File: src/rtl/uart_frame_rx_if.sv
// Word stream from the UART 8-to-16 converter into the frame receiver.
interface uart_frame_rx_if #(
   parameter int DATA_W = 16
);
   logic [DATA_W-1:0] data_in;
   logic              data_valid;

   modport master (output data_in, output data_valid);
   modport slave  (input  data_in, input  data_valid);
endinterface

File: src/rtl/uart_frame_rx.sv
// Frame receiver: sync hunt, 5-word payload, XOR check, atomic output update, link timeout.
// Optional macro FRAME_SYNC_RESTART_EN: a sync word mid-frame aborts and restarts the frame.
module uart_frame_rx #(
   parameter logic [15:0] SYNC_WORD      = 16'hA55A,
   parameter int          TIMEOUT_CYCLES = 6_500_000
) (
   input  logic           clk,
   input  logic           rst,
   uart_frame_rx_if.slave rx,
   output logic [11:0]    pl2_posx,
   output logic [11:0]    pl2_posy,
   output logic [11:0]    ball_posx,
   output logic [11:0]    ball_posy,
   output logic [3:0]     pl1_score,
   output logic [3:0]     pl2_score,
   output logic           flag_point,
   output logic           end_game,
   output logic           whistle,
   output logic           frame_ok,
   output logic           frame_err,
   output logic           link_up,
   output logic [7:0]     err_cnt
);

   typedef enum logic [1:0] {HUNT, PAYLOAD, CHECK} state_t;

   localparam logic [22:0] TO_PRE = 23'(TIMEOUT_CYCLES - 2);

   function automatic logic [7:0] sat_inc8(input logic [7:0] v);
      return (v == 8'hFF) ? v : v + 8'd1;
   endfunction

   function automatic logic [22:0] sat_inc23(input logic [22:0] v);
      return (v == '1) ? v : v + 23'd1;
   endfunction

   state_t      state, state_nxt;
   logic [2:0]  idx, idx_nxt;
   logic [15:0] acc, acc_nxt;
   logic [15:0] word;
   logic        sync_restart;
   logic        shadow_we;
   logic        ok_nxt, err_nxt;
   logic        ok_p0, err_p0;
   logic [11:0] sh_pos [4];
   logic [10:0] sh_ctl;
   logic [22:0] to_cnt;
   logic        to_half;
   logic        timeout;

   assign word = rx.data_in;

`ifdef FRAME_SYNC_RESTART_EN
   assign sync_restart = (word == SYNC_WORD);
`else
   assign sync_restart = 1'b0;
`endif

   // A publish on the same edge as the timeout takes precedence.
   assign timeout = !ok_p0 && to_half && (to_cnt == TO_PRE);

   always_ff @(posedge clk or negedge rst) begin
      if (!rst) begin
         state  <= HUNT;
         idx    <= '0;
         acc    <= '0;
         ok_p0  <= 1'b0;
         err_p0 <= 1'b0;
      end else begin
         state  <= state_nxt;
         idx    <= idx_nxt;
         acc    <= acc_nxt;
         ok_p0  <= ok_nxt;
         err_p0 <= err_nxt;
      end
   end

   always_comb begin
      state_nxt = state;
      idx_nxt   = idx;
      acc_nxt   = acc;
      shadow_we = 1'b0;
      ok_nxt    = 1'b0;
      err_nxt   = 1'b0;
      if (timeout) begin
         state_nxt = HUNT;
      end else if (rx.data_valid) begin
         case (state)
            HUNT: begin
               if (word == SYNC_WORD) begin
                  state_nxt = PAYLOAD;
                  idx_nxt   = '0;
                  acc_nxt   = '0;
               end
            end
            PAYLOAD: begin
               if (sync_restart) begin
                  err_nxt = 1'b1;
                  idx_nxt = '0;
                  acc_nxt = '0;
               end else begin
                  shadow_we = 1'b1;
                  acc_nxt   = acc ^ word;
                  if (idx == 3'd4) state_nxt = CHECK;
                  else             idx_nxt   = idx + 3'd1;
               end
            end
            CHECK: begin
               if (sync_restart) begin
                  err_nxt   = 1'b1;
                  state_nxt = PAYLOAD;
                  idx_nxt   = '0;
                  acc_nxt   = '0;
               end else begin
                  ok_nxt    = (word == acc);
                  err_nxt   = (word != acc);
                  state_nxt = HUNT;
               end
            end
            default: state_nxt = HUNT;
         endcase
      end
   end

   // Shadow holds the frame being collected; outputs only copy it once the checksum passes.
   always_ff @(posedge clk) begin
      if (shadow_we) begin
         if (idx == 3'd4) sh_ctl           <= {word[15:8], word[2:0]};
         else             sh_pos[idx[1:0]] <= word[11:0];
      end
   end

   // ---- p0 -> output stage: publish one edge after the checksum is sampled ----
   always_ff @(posedge clk or negedge rst) begin
      if (!rst) begin
         pl2_posx   <= 12'd974;
         pl2_posy   <= 12'd679;
         ball_posx  <= '0;
         ball_posy  <= '0;
         pl1_score  <= '0;
         pl2_score  <= '0;
         flag_point <= 1'b0;
         end_game   <= 1'b0;
         whistle    <= 1'b0;
         frame_ok   <= 1'b0;
         frame_err  <= 1'b0;
         link_up    <= 1'b0;
         err_cnt    <= '0;
      end else begin
         frame_ok  <= ok_p0;
         frame_err <= err_p0;
         if (ok_p0) begin
            pl2_posx   <= sh_pos[0];
            pl2_posy   <= sh_pos[1];
            ball_posx  <= sh_pos[2];
            ball_posy  <= sh_pos[3];
            pl1_score  <= sh_ctl[10:7];
            pl2_score  <= sh_ctl[6:3];
            flag_point <= sh_ctl[2];
            end_game   <= sh_ctl[1];
            whistle    <= sh_ctl[0];
            link_up    <= 1'b1;
         end else if (timeout) begin
            link_up <= 1'b0;
         end
         if (err_p0) err_cnt <= sat_inc8(err_cnt);
      end
   end

   // Timeout counter advances on every second cycle and restarts on each publish.
   always_ff @(posedge clk or negedge rst) begin
      if (!rst) begin
         to_cnt  <= '0;
         to_half <= 1'b0;
      end else if (ok_p0) begin
         to_cnt  <= '0;
         to_half <= 1'b0;
      end else begin
         to_half <= ~to_half;
         if (to_half) to_cnt <= sat_inc23(to_cnt);
      end
   end

endmodule

File: src/flat_wrapper.sv
// flat-port wrapper written by rule: the top's interface ports become plain ports
module uart_frame_rx_flat 
#(
   parameter logic [15:0] SYNC_WORD      = 16'hA55A,
   parameter int          TIMEOUT_CYCLES = 6_500_000
)
  (clk, rst, pl2_posx, pl2_posy, ball_posx, ball_posy, pl1_score, pl2_score, flag_point, end_game, whistle, frame_ok, frame_err, link_up, err_cnt, rx_data_in, rx_data_valid);
  uart_frame_rx_if #(.DATA_W(16)) rx_i ();
  input  logic clk;
  input  logic rst;
  output logic [11:0] pl2_posx;
  output logic [11:0] pl2_posy;
  output logic [11:0] ball_posx;
  output logic [11:0] ball_posy;
  output logic [3:0] pl1_score;
  output logic [3:0] pl2_score;
  output logic flag_point;
  output logic end_game;
  output logic whistle;
  output logic frame_ok;
  output logic frame_err;
  output logic link_up;
  output logic [7:0] err_cnt;
  input wire logic [$bits(rx_i.data_in)-1:0] rx_data_in;
  input wire logic [$bits(rx_i.data_valid)-1:0] rx_data_valid;
  assign rx_i.data_in = rx_data_in;
  assign rx_i.data_valid = rx_data_valid;
  uart_frame_rx #(.SYNC_WORD(SYNC_WORD), .TIMEOUT_CYCLES(TIMEOUT_CYCLES)) u_core (.clk(clk), .rst(rst), .rx(rx_i), .pl2_posx(pl2_posx), .pl2_posy(pl2_posy), .ball_posx(ball_posx), .ball_posy(ball_posy), .pl1_score(pl1_score), .pl2_score(pl2_score), .flag_point(flag_point), .end_game(end_game), .whistle(whistle), .frame_ok(frame_ok), .frame_err(frame_err), .link_up(link_up), .err_cnt(err_cnt));
endmodule
File: config.mk
export PLATFORM = sky130hd
export DESIGN_NAME = uart_frame_rx_flat
export DESIGN_NICKNAME = d
export VERILOG_FILES = /design/src/rtl/uart_frame_rx_if.sv /design/src/rtl/uart_frame_rx.sv /design/src/flat_wrapper.sv
export SDC_FILE = /design/constraint.sdc
export NUM_CORES = 1
export LEC_CHECK = 0
export BUFFER_PORTS_ARGS = -buffer_cell sky130_fd_sc_hd__buf_2
export CORE_MARGIN = 4
export CORE_UTILIZATION = 23
export DETAILED_ROUTE_END_ITERATION = 6
export PLACE_DENSITY_LB_ADDON = 0.3
export SYNTH_ARGS = -nofsm -noshare
export SYNTH_HDL_FRONTEND = slang
export SYNTH_SLANG_ARGS = --single-unit
File: constraint.sdc
create_clock -name clk -period 5.1 [get_ports clk]
set_input_delay 0.255 -clock clk [delete_from_list [all_inputs] [get_ports clk]]
set_output_delay 0.255 -clock clk [all_outputs]
set_load 0.05 [all_outputs]
* Word level (Yosys, flattened, before mapping) *
Memory sizes are Yosys's and may differ from the RTL's. A register that Yosys moved wholly into a read port is not among the register bits.
Cells that the tools add are included.

operators by class
  $add $sub $neg = 3
  equality and inequality tests = 14
  muxes and demuxes = 28
  bitwise gates (word level) = 4
  reduce and logical (&&, ||, !) cells = 18

operator list
  operator               count
  $mux 23                3
  $eq 23x23->1 const B   2
  $pmux 16 s2            1
  $add 23x1->23 const B  1
  $eq 16x16->1           1
  $eq 16x16->1 const B   1
  $mux 16                1
  $ne 16x16->1           1
  $xor 16x16->16         1
  $mux 1                 15
  $add 8x1->8 const B    1
  $eq 8x8->1 const B     1
  $mux 2                 4
  $reduce_bool 2->1      4
  $mux 3                 2
  $ne 3x1->1 const B     2
  $pmux 3 s2             1
  $reduce_and 2->1       3
  $logic_not 1->1        5
  $reduce_and 5->1       1
  $ne 2x1->1 const B     2
  $pmux 2 s2             1
  $reduce_and 4->1       1
  $add 3x1->3 const B    1
  8 further kinds        11

word-level totals
  register bits = 80
  RAM bits = 48
  bits of input ports = 19
  output and inout port bits = 70
  memories = 1

memory list
  name           words  bits a word  rd ports  clocked after Yosys merged registers in  write ports  RTL line             text
  u_core.sh_pos  4      12           4         4                                        1            uart_frame_rx.sv:45  logic [11:0] sh_pos [4];

* Logic depth before layout (Yosys ltp) *
  depth in word-level cells = 6
  gate-level depth with buffers = 8
  mapped depth without buffers = 7

* Worst setup path after synthesis *
OpenSTA, ideal clock, no wires.

  path type = register -> register
  from = register u_core.to_cnt[0]
  to = memory u_core.sh_pos[3][0], enable pin
  arrival = 2.015 ns
  data required time = 4.720 ns
  slack = 2.705 ns
  cell stages (with the launch flop) = 9
  buffers on the path = 1
  clock period less this slack = 2.395 ns
  cells stage by stage = dfrtp_1 > inv_1 > ha_1 > nor4b_1 > nand4b_1 > o2111a_1 > clkbuf_1 > nand2_1 > nor2_1

on the way
  cells in the longest elaborated chain, start to end = 5

ends and longest elaborated chain
  item                          RTL line              text
  start, declared               uart_frame_rx.sv:47   logic [22:0] to_cnt;
  start signal, assigned        uart_frame_rx.sv:180  if (to_half) to_cnt <= sat_inc23(to_cnt);
  $eq 23x23->1                  uart_frame_rx.sv:60   assign timeout = !ok_p0 && to_half && (to_cnt == TO_PRE);
  $logic_and 1x1->1             uart_frame_rx.sv:60
  $mux 1                        uart_frame_rx.sv:85   if (timeout) begin
  $mux 1                        uart_frame_rx.sv:127  if (shadow_we) begin
  $mux 1 (implied by the code)  uart_frame_rx.sv:129  else sh_pos[idx[1:0]] <= word[11:0];
  end, declared                 uart_frame_rx.sv:45

No other way between the ends.

* Final worst setup path *
  from = register u_core.to_cnt[0]
  to = memory u_core.sh_pos[3][5], enable pin

Same word-level chain as after synthesis.

==> results.md <==
- IO Port Bufs: between 80 and 90
- CTS tree: yes
- Top cell type's share of synthesized area: between 30% and 40%
- Final clock skew: around 0.011 ns
- Routed WL: 17300 µm
- Drt wl/cell: between 15 and 20 µm
- Setup violations, final: 0
- Maximum capacitance violations: 0
- Pwr/cell area: 411 nW/µm²
- WP data arrival: about 3.2 ns
- Netlist cell types: 49
- Final TNS setup: 0 ns
- Total leakage power: around 3.6 nW
- Skew-Pair Late Insertion Delay: approximately 0.43 ns
- Via count: roughly 4400
- CP cell instances: inv_1, ha_1, nor4b_1, nand4b_1, o2111a_1, nand2_1, nor2_1
- Period utilization: 61.6%
- Core Area: approximately 30000 µm²
- Maximum clock rate: approximately 320 MHz
- Most Used Layer, Global Route: met2
- Fillers: ~3100
- Die Y: about 180 µm
- Status: finished clean
- Syn-to-layout area delta: 20.7%
- Max_slew headroom: between 20% and 30%
- Residual DRC count: 0
- Initial antenna violation count: 0
- CP max stage delay: 0.76 ns
- Layout net count: about 640
- Grt ovf: 0
- Seq cells post-synth: 176
- CTS sink count: roughly 180
- Synthesized area: around 7100 µm²
- DR iter-0 viols: 293
- Initial Util: between 20% and 30%
- Placed cell count: slightly below 1000
- # H-tree levels: 4
- Top-count cell post-synth: dfrtp_1
- Placed Area: 7930 µm²
- CTS clk-pin slew, worst paths: around 0.070 ns
- Avg Inst Size Synth: approximately 14 µm²
- Final instance area: about 8500 µm²
- Met2 usage in global routing: between 10% and 20%
- Syn nets: 543
- Root Buffer: clkbuf_16
- Critical Path RT: between 5 and 6 ns
- EDFF count, synth: 59
- Total die area: approximately 34000 µm²
- Measured slew at the worst slew-check pin: between 1 and 1.5 ns
- Die width: around 180 µm
- Min Clock Period, post-route: 3.14 ns
- Unrepaired setup endpoints after global routing: false
- Largest net degree at the start of global routing: between 80 and 90
- Detail Route Antenna Nets: 0
- Ports: 89
- Slew Limit Fails: 0
- Gr usage total: 10.8%
- Vias/cell: 4.32
- Final-report hold violation count: 0
- Setup crit end kind: register
- Seq. cell area: roughly 4700 µm²
- VDD IR-drop max: around 0.00020 V
- Layout cell share with drive strength beyond 1: ~32%
- Register area share after synthesis: 66.9%
- Num rows: 63
- Vias in the first global route: about 4500
- Area of the multi-input gates: between 2000 and 2500 µm²
- First-pass GRT wire length: 27500 µm
- GPL Wtd Cong: between 0.7 and 0.8
- Met1 usage: 14.6%
- Non-filler instance count after layout: 1012
- Longest Clk Path Bufs: 2
- HP Class: in2reg
- Asr flop ratio synth: between 60% and 70%
- CP max-delay cell: nor2_1
- Overall power: approximately 0.0035 W
- Met3 usage: slightly below 3%
- Worst setup SP type: register
- Mapped Cells: just over 500
- # diodes: 0
- Synth top area cells: dfrtp_1 37%, edfxtp_1 25%, mux2_2 9.6%
- Largest fanout on the critical path: 20
- Post-synth top flop: dfrtp_1
- Crit path kind: reg2reg
- Yosys warns: 0
- Post-cts sizing count: 0
- Synth cell count leaders: 104 x dfrtp_1, 60 x mux2_2, 59 x edfxtp_1
- TritonCTS Buffers: 17
- Detailed Place HPWL: 11600 µm
- Detailed-router iteration count before antenna repair: 4
- Fin util: between 20% and 30%
- Leading area contributor after synthesis: dfrtp_1
-- cells in the final DEF (no fill, tap or decap), drive strengths merged, types with 13 or more instances in the layout --
cell and count:
nand3 13, clkbuf 17, edfxtp 59, o21ai 41, dfstp 13, nand2 24, nor2 45, xnor2 34
a21oi 16, dfrtp 104, mux2 60, buf 91
-- state kept, by name, summed over array words and instances, names as in the netlist, 2 cells and up --
name,count
u_core.idx,3
u_core.err_cnt,8
u_core.ball_posy,12
u_core.pl1_score,4
u_core.to_cnt,23
u_core.acc,16
u_core.pl2_posy,12
u_core.pl2_posx,12
u_core.pl2_score,4
u_core.state,2
u_core.sh_ctl,11
u_core.sh_pos,48
u_core.ball_posx,12
-- final timing paths --
kind                                  start             endpoint  slack (ns)  cells past startpoint
max in group asynchronous               rst        u_core.err_p0        3.61                      3
hold reg to reg               u_core.err_p0     u_core.frame_err        0.42                      0
setup / recovery           u_core.to_cnt[0]  u_core.sh_pos[3][5]        1.96                      7
setup reg to reg           u_core.to_cnt[0]  u_core.sh_pos[3][5]        1.96                      7
min in group asynchronous               rst  u_core.pl1_score[1]        0.41                      2
hold / removal               rx_data_in[13]     u_core.sh_ctl[8]        0.08                      1
-- cells by family after synthesis --
logic type      synth area share [%]
simple gates                    9.78
flops                           66.9
compound gates                  5.45
fa+ha+maj                       1.24
xor+xnor                        5.22
mux                             9.72
buf+inv                         1.70
-- report_power, final --
part	internal (W)	switching [W]
Sequential	0.00164	0.000109
Clock	0.000717	0.000552
Combinational	0.000166	0.000309
-- critical path, delay by kind of cell (launching register included) --
kind / cells / cell delay [ns]
AOI/OAI and AO/OA: 1 / 0.72
adders and majority gates: 1 / 0.19
buffers and inverters: 1 / 0.07
DFF: 1 / 0.46
and+or+nand+nor: 4 / 1.32
-- final cells by class --
class / instances / area share [%]
Sequential cell: 176 / 55.4
Clock inverter: 15 / 1.69
Clock buffer: 17 / 5.00
Tap cell: 390 / 5.73
Inverter: 9 / 0.397
Multi-Input combinational cell: 313 / 26.2
Timing Repair Buffer: 92 / 5.59
-- per-layer routing --
| layer | part of all wire (%) | up-vias |
|---|---|---|
| li1 | - | 2043 |
| met5 | 0 | - |
| met1 | 47 | 2207 |
| met4 | 1.7 | 0 |
| met3 | 4.4 | 22 |
| met2 | 47 | 95 |
-- stage by stage --
step | setup WS (ns) | hold slack (ns)
3_5_place_dp | 1.87 | 0.343
5_1_grt | 1.63 | 0.0729
3_3_place_gp | 1.94 | 0.349
4_1_cts | 1.89 | 0.0596
6_report | 1.96 | 0.0772
2_1_floorplan | 2.70 | -0.0406
-- timing repair --
action / in CTS / in global routing
setup endpoints to repair: 0 / 0
endpoints found under the hold margin: 42 / 0
buffers inserted: 0 / 0
hold buffers: 1 / 0
(Power assumes the default switching activity.)
